$ cat src/rtl/spi_pkg.sv
// Shared opcode and FSM state definitions for the SPI-RAM command path.
package spi_pkg;

    localparam logic [1:0] OP_WR_ADDR = 2'b00;
    localparam logic [1:0] OP_WR_DATA = 2'b01;
    localparam logic [1:0] OP_RD_ADDR = 2'b10;
    localparam logic [1:0] OP_RD_DATA = 2'b11;

    typedef enum logic [1:0] {
        StIdle   = 2'd0,
        StRdReq  = 2'd1,
        StRdCap  = 2'd2,
        StRdHold = 2'd3
    } state_e;

endpackage

$ cat src/rtl/spi_mem_ctrl.sv
// Command sequencer between the SPI slave and a single-port synchronous RAM.
// Optional address auto-increment is enabled by defining SPI_MEM_AUTO_INC_EN.
module spi_mem_ctrl
    import spi_pkg::*;
#(
    parameter int unsigned ADDR_WIDTH = 8,
    parameter int unsigned RD_LATENCY = 1
) (
    input  logic                  clk,
    input  logic                  rst,
    input  logic [9:0]            rx_data,
    input  logic                  rx_valid,
    output logic [7:0]            tx_data,
    output logic                  tx_valid,
    input  logic                  tx_ack,
    output logic                  mem_we,
    output logic                  mem_re,
    output logic [ADDR_WIDTH-1:0] mem_addr,
    output logic [7:0]            mem_wdata,
    input  logic [7:0]            mem_rdata,
    output logic                  err
);

    state_e                state_q, state_d;
    logic [ADDR_WIDTH-1:0] wr_addr_q, wr_addr_d;
    logic [ADDR_WIDTH-1:0] rd_addr_q, rd_addr_d;
    logic                  wr_addr_ok_q, wr_addr_ok_d;
    logic                  rd_addr_ok_q, rd_addr_ok_d;
    logic                  rx_valid_q;
    logic [7:0]            tx_data_q, tx_data_d;
    logic                  tx_valid_q, tx_valid_d;
    logic                  mem_we_q, mem_we_d;
    logic                  mem_re_q, mem_re_d;
    logic [ADDR_WIDTH-1:0] mem_addr_q, mem_addr_d;
    logic [7:0]            mem_wdata_q, mem_wdata_d;
    logic                  err_q, err_d;

    logic                  cmd_stb;
    logic [1:0]            opcode;
    logic [ADDR_WIDTH-1:0] payload_addr;

    assign cmd_stb      = rx_valid & ~rx_valid_q;
    assign opcode       = rx_data[9:8];
    assign payload_addr = rx_data[ADDR_WIDTH-1:0];

    always_comb begin
        state_d      = state_q;
        wr_addr_d    = wr_addr_q;
        rd_addr_d    = rd_addr_q;
        wr_addr_ok_d = wr_addr_ok_q;
        rd_addr_ok_d = rd_addr_ok_q;
        tx_data_d    = tx_data_q;
        tx_valid_d   = tx_valid_q;
        mem_we_d     = 1'b0;
        mem_re_d     = 1'b0;
        mem_addr_d   = '0;
        mem_wdata_d  = 8'h00;
        err_d        = 1'b0;

        unique case (state_q)
            StIdle: begin
                if (cmd_stb) begin
                    unique case (opcode)
                        OP_WR_ADDR: begin
                            wr_addr_d    = payload_addr;
                            wr_addr_ok_d = 1'b1;
                        end
                        OP_WR_DATA: begin
                            if (wr_addr_ok_q) begin
                                mem_we_d    = 1'b1;
                                mem_addr_d  = wr_addr_q;
                                mem_wdata_d = rx_data[7:0];
`ifdef SPI_MEM_AUTO_INC_EN
                                wr_addr_d   = wr_addr_q + 1'b1;
`endif
                            end else begin
                                err_d = 1'b1;
                            end
                        end
                        OP_RD_ADDR: begin
                            rd_addr_d    = payload_addr;
                            rd_addr_ok_d = 1'b1;
                        end
                        OP_RD_DATA: begin
                            if (rd_addr_ok_q) begin
                                state_d    = StRdReq;
                                mem_re_d   = 1'b1;
                                mem_addr_d = rd_addr_q;
                            end else begin
                                err_d = 1'b1;
                            end
                        end
                    endcase
                end
            end
            StRdReq: begin
                state_d = StRdCap;
`ifdef SPI_MEM_AUTO_INC_EN
                rd_addr_d = rd_addr_q + 1'b1;
`endif
            end
            StRdCap: begin
                tx_data_d  = mem_rdata;
                tx_valid_d = 1'b1;
                state_d    = StRdHold;
            end
            StRdHold: begin
                if (tx_ack) begin
                    tx_valid_d = 1'b0;
                    state_d    = StIdle;
                end
            end
        endcase

        // Commands arriving mid-read are dropped; the ack above is still honoured.
        if (cmd_stb && state_q != StIdle) begin
            err_d = 1'b1;
        end
    end

    always_ff @(posedge clk) begin
        if (rst) begin
            state_q      <= StIdle;
            wr_addr_q    <= '0;
            rd_addr_q    <= '0;
            wr_addr_ok_q <= 1'b0;
            rd_addr_ok_q <= 1'b0;
            rx_valid_q   <= 1'b0;
            tx_data_q    <= 8'h00;
            tx_valid_q   <= 1'b0;
            mem_we_q     <= 1'b0;
            mem_re_q     <= 1'b0;
            mem_addr_q   <= '0;
            mem_wdata_q  <= 8'h00;
            err_q        <= 1'b0;
        end else begin
            state_q      <= state_d;
            wr_addr_q    <= wr_addr_d;
            rd_addr_q    <= rd_addr_d;
            wr_addr_ok_q <= wr_addr_ok_d;
            rd_addr_ok_q <= rd_addr_ok_d;
            rx_valid_q   <= rx_valid;
            tx_data_q    <= tx_data_d;
            tx_valid_q   <= tx_valid_d;
            mem_we_q     <= mem_we_d;
            mem_re_q     <= mem_re_d;
            mem_addr_q   <= mem_addr_d;
            mem_wdata_q  <= mem_wdata_d;
            err_q        <= err_d;
            assert (RD_LATENCY == 1 && ADDR_WIDTH <= 8)
                else $error("spi_mem_ctrl: unsupported RD_LATENCY or ADDR_WIDTH");
            assert (!(mem_we_q && mem_re_q))
                else $error("spi_mem_ctrl: mem_we and mem_re overlap");
        end
    end

    assign tx_data   = tx_data_q;
    assign tx_valid  = tx_valid_q;
    assign mem_we    = mem_we_q;
    assign mem_re    = mem_re_q;
    assign mem_addr  = mem_addr_q;
    assign mem_wdata = mem_wdata_q;
    assign err       = err_q;

endmodule

$ cat config.mk
export PLATFORM = sky130hd
export DESIGN_NAME = spi_mem_ctrl
export DESIGN_NICKNAME = d
export VERILOG_FILES = /design/src/rtl/spi_pkg.sv /design/src/rtl/spi_mem_ctrl.sv
export SDC_FILE = /design/constraint.sdc
export NUM_CORES = 1
export LEC_CHECK = 0
export ABC_CLOCK_PERIOD_IN_PS = 3200
export BUFFER_PORTS_ARGS = -buffer_cell sky130_fd_sc_hd__buf_2
export CAP_MARGIN = 20
export CORE_MARGIN = 1
export CORE_UTILIZATION = 27
export DETAILED_ROUTE_END_ITERATION = 12
export PLACE_DENSITY = 0.53
export SLEW_MARGIN = 25
export SYNTH_ARGS = -nofsm -noshare
export SYNTH_HDL_FRONTEND = slang
export SYNTH_SLANG_ARGS = --single-unit
$ cat constraint.sdc
create_clock -name clk -period 3.2 [get_ports clk]
set_clock_uncertainty 0.1 [all_clocks]
set_input_delay 0.48 -clock clk [delete_from_list [all_inputs] [get_ports clk]]
set_output_delay 0.48 -clock clk [all_outputs]
set_load 0.1 [all_outputs]
==> results.json <==
{
  "run_status": "complete, no violations",
  "final_cell_mix": "49 x sky130_fd_sc_hd__dfxtp_1, 49 x sky130_fd_sc_hd__buf_2, 37 x sky130_fd_sc_hd__nor2_1",
  "synth.avg_cell_area_um2": 10.5,
  "clk_latency_ns": 0.29,
  "ctsLongestPathBuffers": 2,
  "hold_depth": 2,
  "drt_first_pass_iters": 4,
  "detail_route.vias_per_cell": 4.38,
  "fp.dieArea_mm2": 0.00677,
  "post-route-util_pct": 35.5,
  "arrival_ns": 1.90,
  "synth_xor_xnor_area_share_pct": 0,
  "synth.area.mux_share_pct": 14.4,
  "total_number_of_clock_tree_sinks": 49,
  "post_cts_hold_buffers": 0,
  "syn_inst": 166,
  "worstSetupPathType": "register to register",
  "synth-adder-area-share_pct": 2.16,
  "finish.net_count": 239,
  "period_share_pct": 56.8,
  "fin_tns_setup_ns": 0,
  "filler_cell_count": 611,
  "critical_path.endpoint_type": "register",
  "clk_pin_slew_worst_paths_ns": 0.09,
  "setup_viol_count_final": 0,
  "p_leak_uw": 0.000977,
  "syn_to_final_growth_pct": 23.7,
  "post-route-min-period_ns": 1.82,
  "grt_remaining_overflow": 0,
  "synth_compound_gate_area_share_pct": 5.03,
  "max_freq_ghz": 0.550,
  "ff2ff_path_depth": 5,
  "antenna_found_initial": 0,
  "startpoint_type": "register",
  "rsz_0062_raised_after_global_routing": "no",
  "synth_seq_cells": 49,
  "num_vias": 1269,
  "synth_top_family_by_area": "simple AND/OR/NAND/NOR gates",
  "crit_path_max_incr_delay_ns": 0.59,
  "synth_top_area_share_pct": 56.4,
  "p_per_area_mw_per_mm2": 584,
  "hold_viol_final": 0,
  "synthesis.nets": 191,
  "max_cap_violations": 0,
  "critPathRequiredTime_ns": 3.28,
  "drt_iter0_markers": 36,
  "share_of_synthesized_cell_area_in_and_or_nand_and_nor_gates_pct": 18.5,
  "detail_route.wl_per_cell_um": 11.7,
  "synth-main-ff-cell": "sky130_fd_sc_hd__dfxtp_1",
  "crit_path_cell_trace": "inv_1 > ha_1 > and3b_1 > mux2i_1 > nor2_1",
  "dp_hpwl_um": 2290,
  "post-layout-total-power_uw": 1260,
  "wire_length_of_the_first_global_routing_pass_um": 5680,
  "netlist_top_cells_area": "sky130_fd_sc_hd__dfxtp_1 56%, sky130_fd_sc_hd__mux2i_1 14%, sky130_fd_sc_hd__nor2_1 8.0%",
  "number_of_cell_rows": 28,
  "timing.hold.worst.class": "input port to register",
  "post_synth_instance_area_mm2": 0.00174,
  "timing.critical_path.fanout_max": 9,
  "cts_setup_buffers": 0,
  "worstMarginPinSlew_ns": 0.595,
  "critical_path.startpoint": "state_q[0]",
  "synth.lib_cells_used.distinct": 28,
  "fp.dieH_um": 82.3,
  "antenna_left": 0,
  "port_buffers": 49,
  "drv_slew": 0,
  "worst_slew_margin_rel_pct": 60.3,
  "ys_async_sr_fraction_pct": 0,
  "ios": 50,
  "fraction_of_final_layout_cells_with_drive_strength_greater_than_1_pct": 28.8,
  "grt_usage_pct": 11.5,
  "worst_ir_drop_on_vdd_mv": 0.228,
  "detail_route.drc_violations": 0,
  "grt_start_max_net_pins": 32,
  "wl_um": 3400,
  "initial_core_util_pct": 28.7,
  "cts_tree": "done",
  "gp_congestion": 0.670,
  "fp.dieW_um": 82.3,
  "cts_buffers": 5,
  "diode_insertion_count_for_antenna_repair": 0,
  "hold_start": "rx_data[6]",
  "critical_path.reg2reg.startpoint": "state_q[0]",
  "root_buffer": "sky130_fd_sc_hd__clkbuf_8",
  "sequential_fraction_of_the_synthesis_area_pct": 56.4,
  "cts_resized": 0,
  "synth_largest_area_cell": "sky130_fd_sc_hd__dfxtp_1",
  "htreeDepth": 2,
  "synth-edff-count": 0,
  "via_count_of_the_first_global_routing_pass": 1192,
  "ys.warnings.count": 0,
  "cell_type_of_the_slowest_stage_on_the_worst_timing_path": "sky130_fd_sc_hd__and3b_1",
  "floorplan.core_area_mm2": 0.00606
}
[critical path, delay by kind of cell (launching register included)]
kind,cells,cell delay (ns)
adder cells (fa/ha/maj),1,0.31
buffers and inverters,1,0.08
flip-flops,1,0.33
multiplexers,1,0.25
AND/OR/NAND/NOR,2,0.64
[worst paths after layout]
kind	endpoint	slack [ns]
worst min-delay path	mem_wdata[6]	0.32
worst max-delay path	wr_addr_q[6]	1.38
worst min register to register	rd_addr_ok_q	0.37
worst max register to register	wr_addr_q[6]	1.38
[state kept, by name, summed over array words and instances (netlist names)]
register / count
err: 1
mem_wdata: 8
wr_addr_ok_q: 1
rd_addr_q: 8
rd_addr_ok_q: 1
mem_addr: 8
mem_re: 1
tx_valid: 1
mem_we: 1
tx_data: 8
wr_addr_q: 8
state_q: 2
rx_valid_q: 1
[layout make-up]
class	count	area (um^2)	area share, %
clock buffer	7	86.3	4.01
tap	75	93.8	4.36
timing repair buffer	50	253	11.7
multi-input combinational	105	698	32.4
clock inverter	1	30.0	1.39
inverter	3	11.3	0.523
sequential	49	981	45.6
[cells by family after synthesis]
family | count (synthesis)
multiplexers | 25
adder cells (fa/ha/maj) | 3
flip-flops | 49
buffers and inverters | 12
AND/OR/NAND/NOR | 64
AO/OA/AOI/OAI | 13
[synthesized netlist by cell type, types with 2 or more instances]
master,count
sky130_fd_sc_hd__nand3_1,2
sky130_fd_sc_hd__inv_1,3
sky130_fd_sc_hd__nand2_1,2
sky130_fd_sc_hd__a21oi_1,3
sky130_fd_sc_hd__buf_2,4
sky130_fd_sc_hd__dfxtp_1,49
sky130_fd_sc_hd__buf_1,2
sky130_fd_sc_hd__nor2_1,37
sky130_fd_sc_hd__a22oi_1,8
sky130_fd_sc_hd__ha_1,3
sky130_fd_sc_hd__nor2b_1,2
sky130_fd_sc_hd__and3_1,2
sky130_fd_sc_hd__nor3_1,3
sky130_fd_sc_hd__mux2i_1,25
sky130_fd_sc_hd__and2_1,8
[per-stage QoR]
| step | instance area, um^2 | cells | hold WS [ns] | worst slack [ns] |
|---|---|---|---|---|
| 2_1_floorplan | 1740 | 166 | 0.334 | 1.70 |
| 6_report | 2150 | 290 | 0.317 | 1.38 |
| 4_1_cts | 2150 | 290 | 0.305 | 1.37 |
| 5_1_grt | 2150 | 290 | 0.303 | 1.25 |
| 3_5_place_dp | 2040 | 282 | 0.360 | 1.22 |
| 3_3_place_gp | 2040 | 282 | 0.366 | 1.25 |
[where the power goes]
group	leakage (uW)	internal [uW]	switching, uW	total [uW]
Combinational	0.000523	55.4	106	162
Sequential	0.000396	632	12.2	644
Clock	0.0000585	255	196	451
[per-layer routing]
metal / track usage [%] / part of all wire [%] / vias to the layer above
met4: 4.21 / 1.1 / 0
met1: 14.2 / 47 / 574
li1: - / - / 645
met3: 4.07 / 7.2 / 4
met5: 0 / 0 / -
met2: 18.3 / 45 / 46
(Power assumes the default switching activity.)
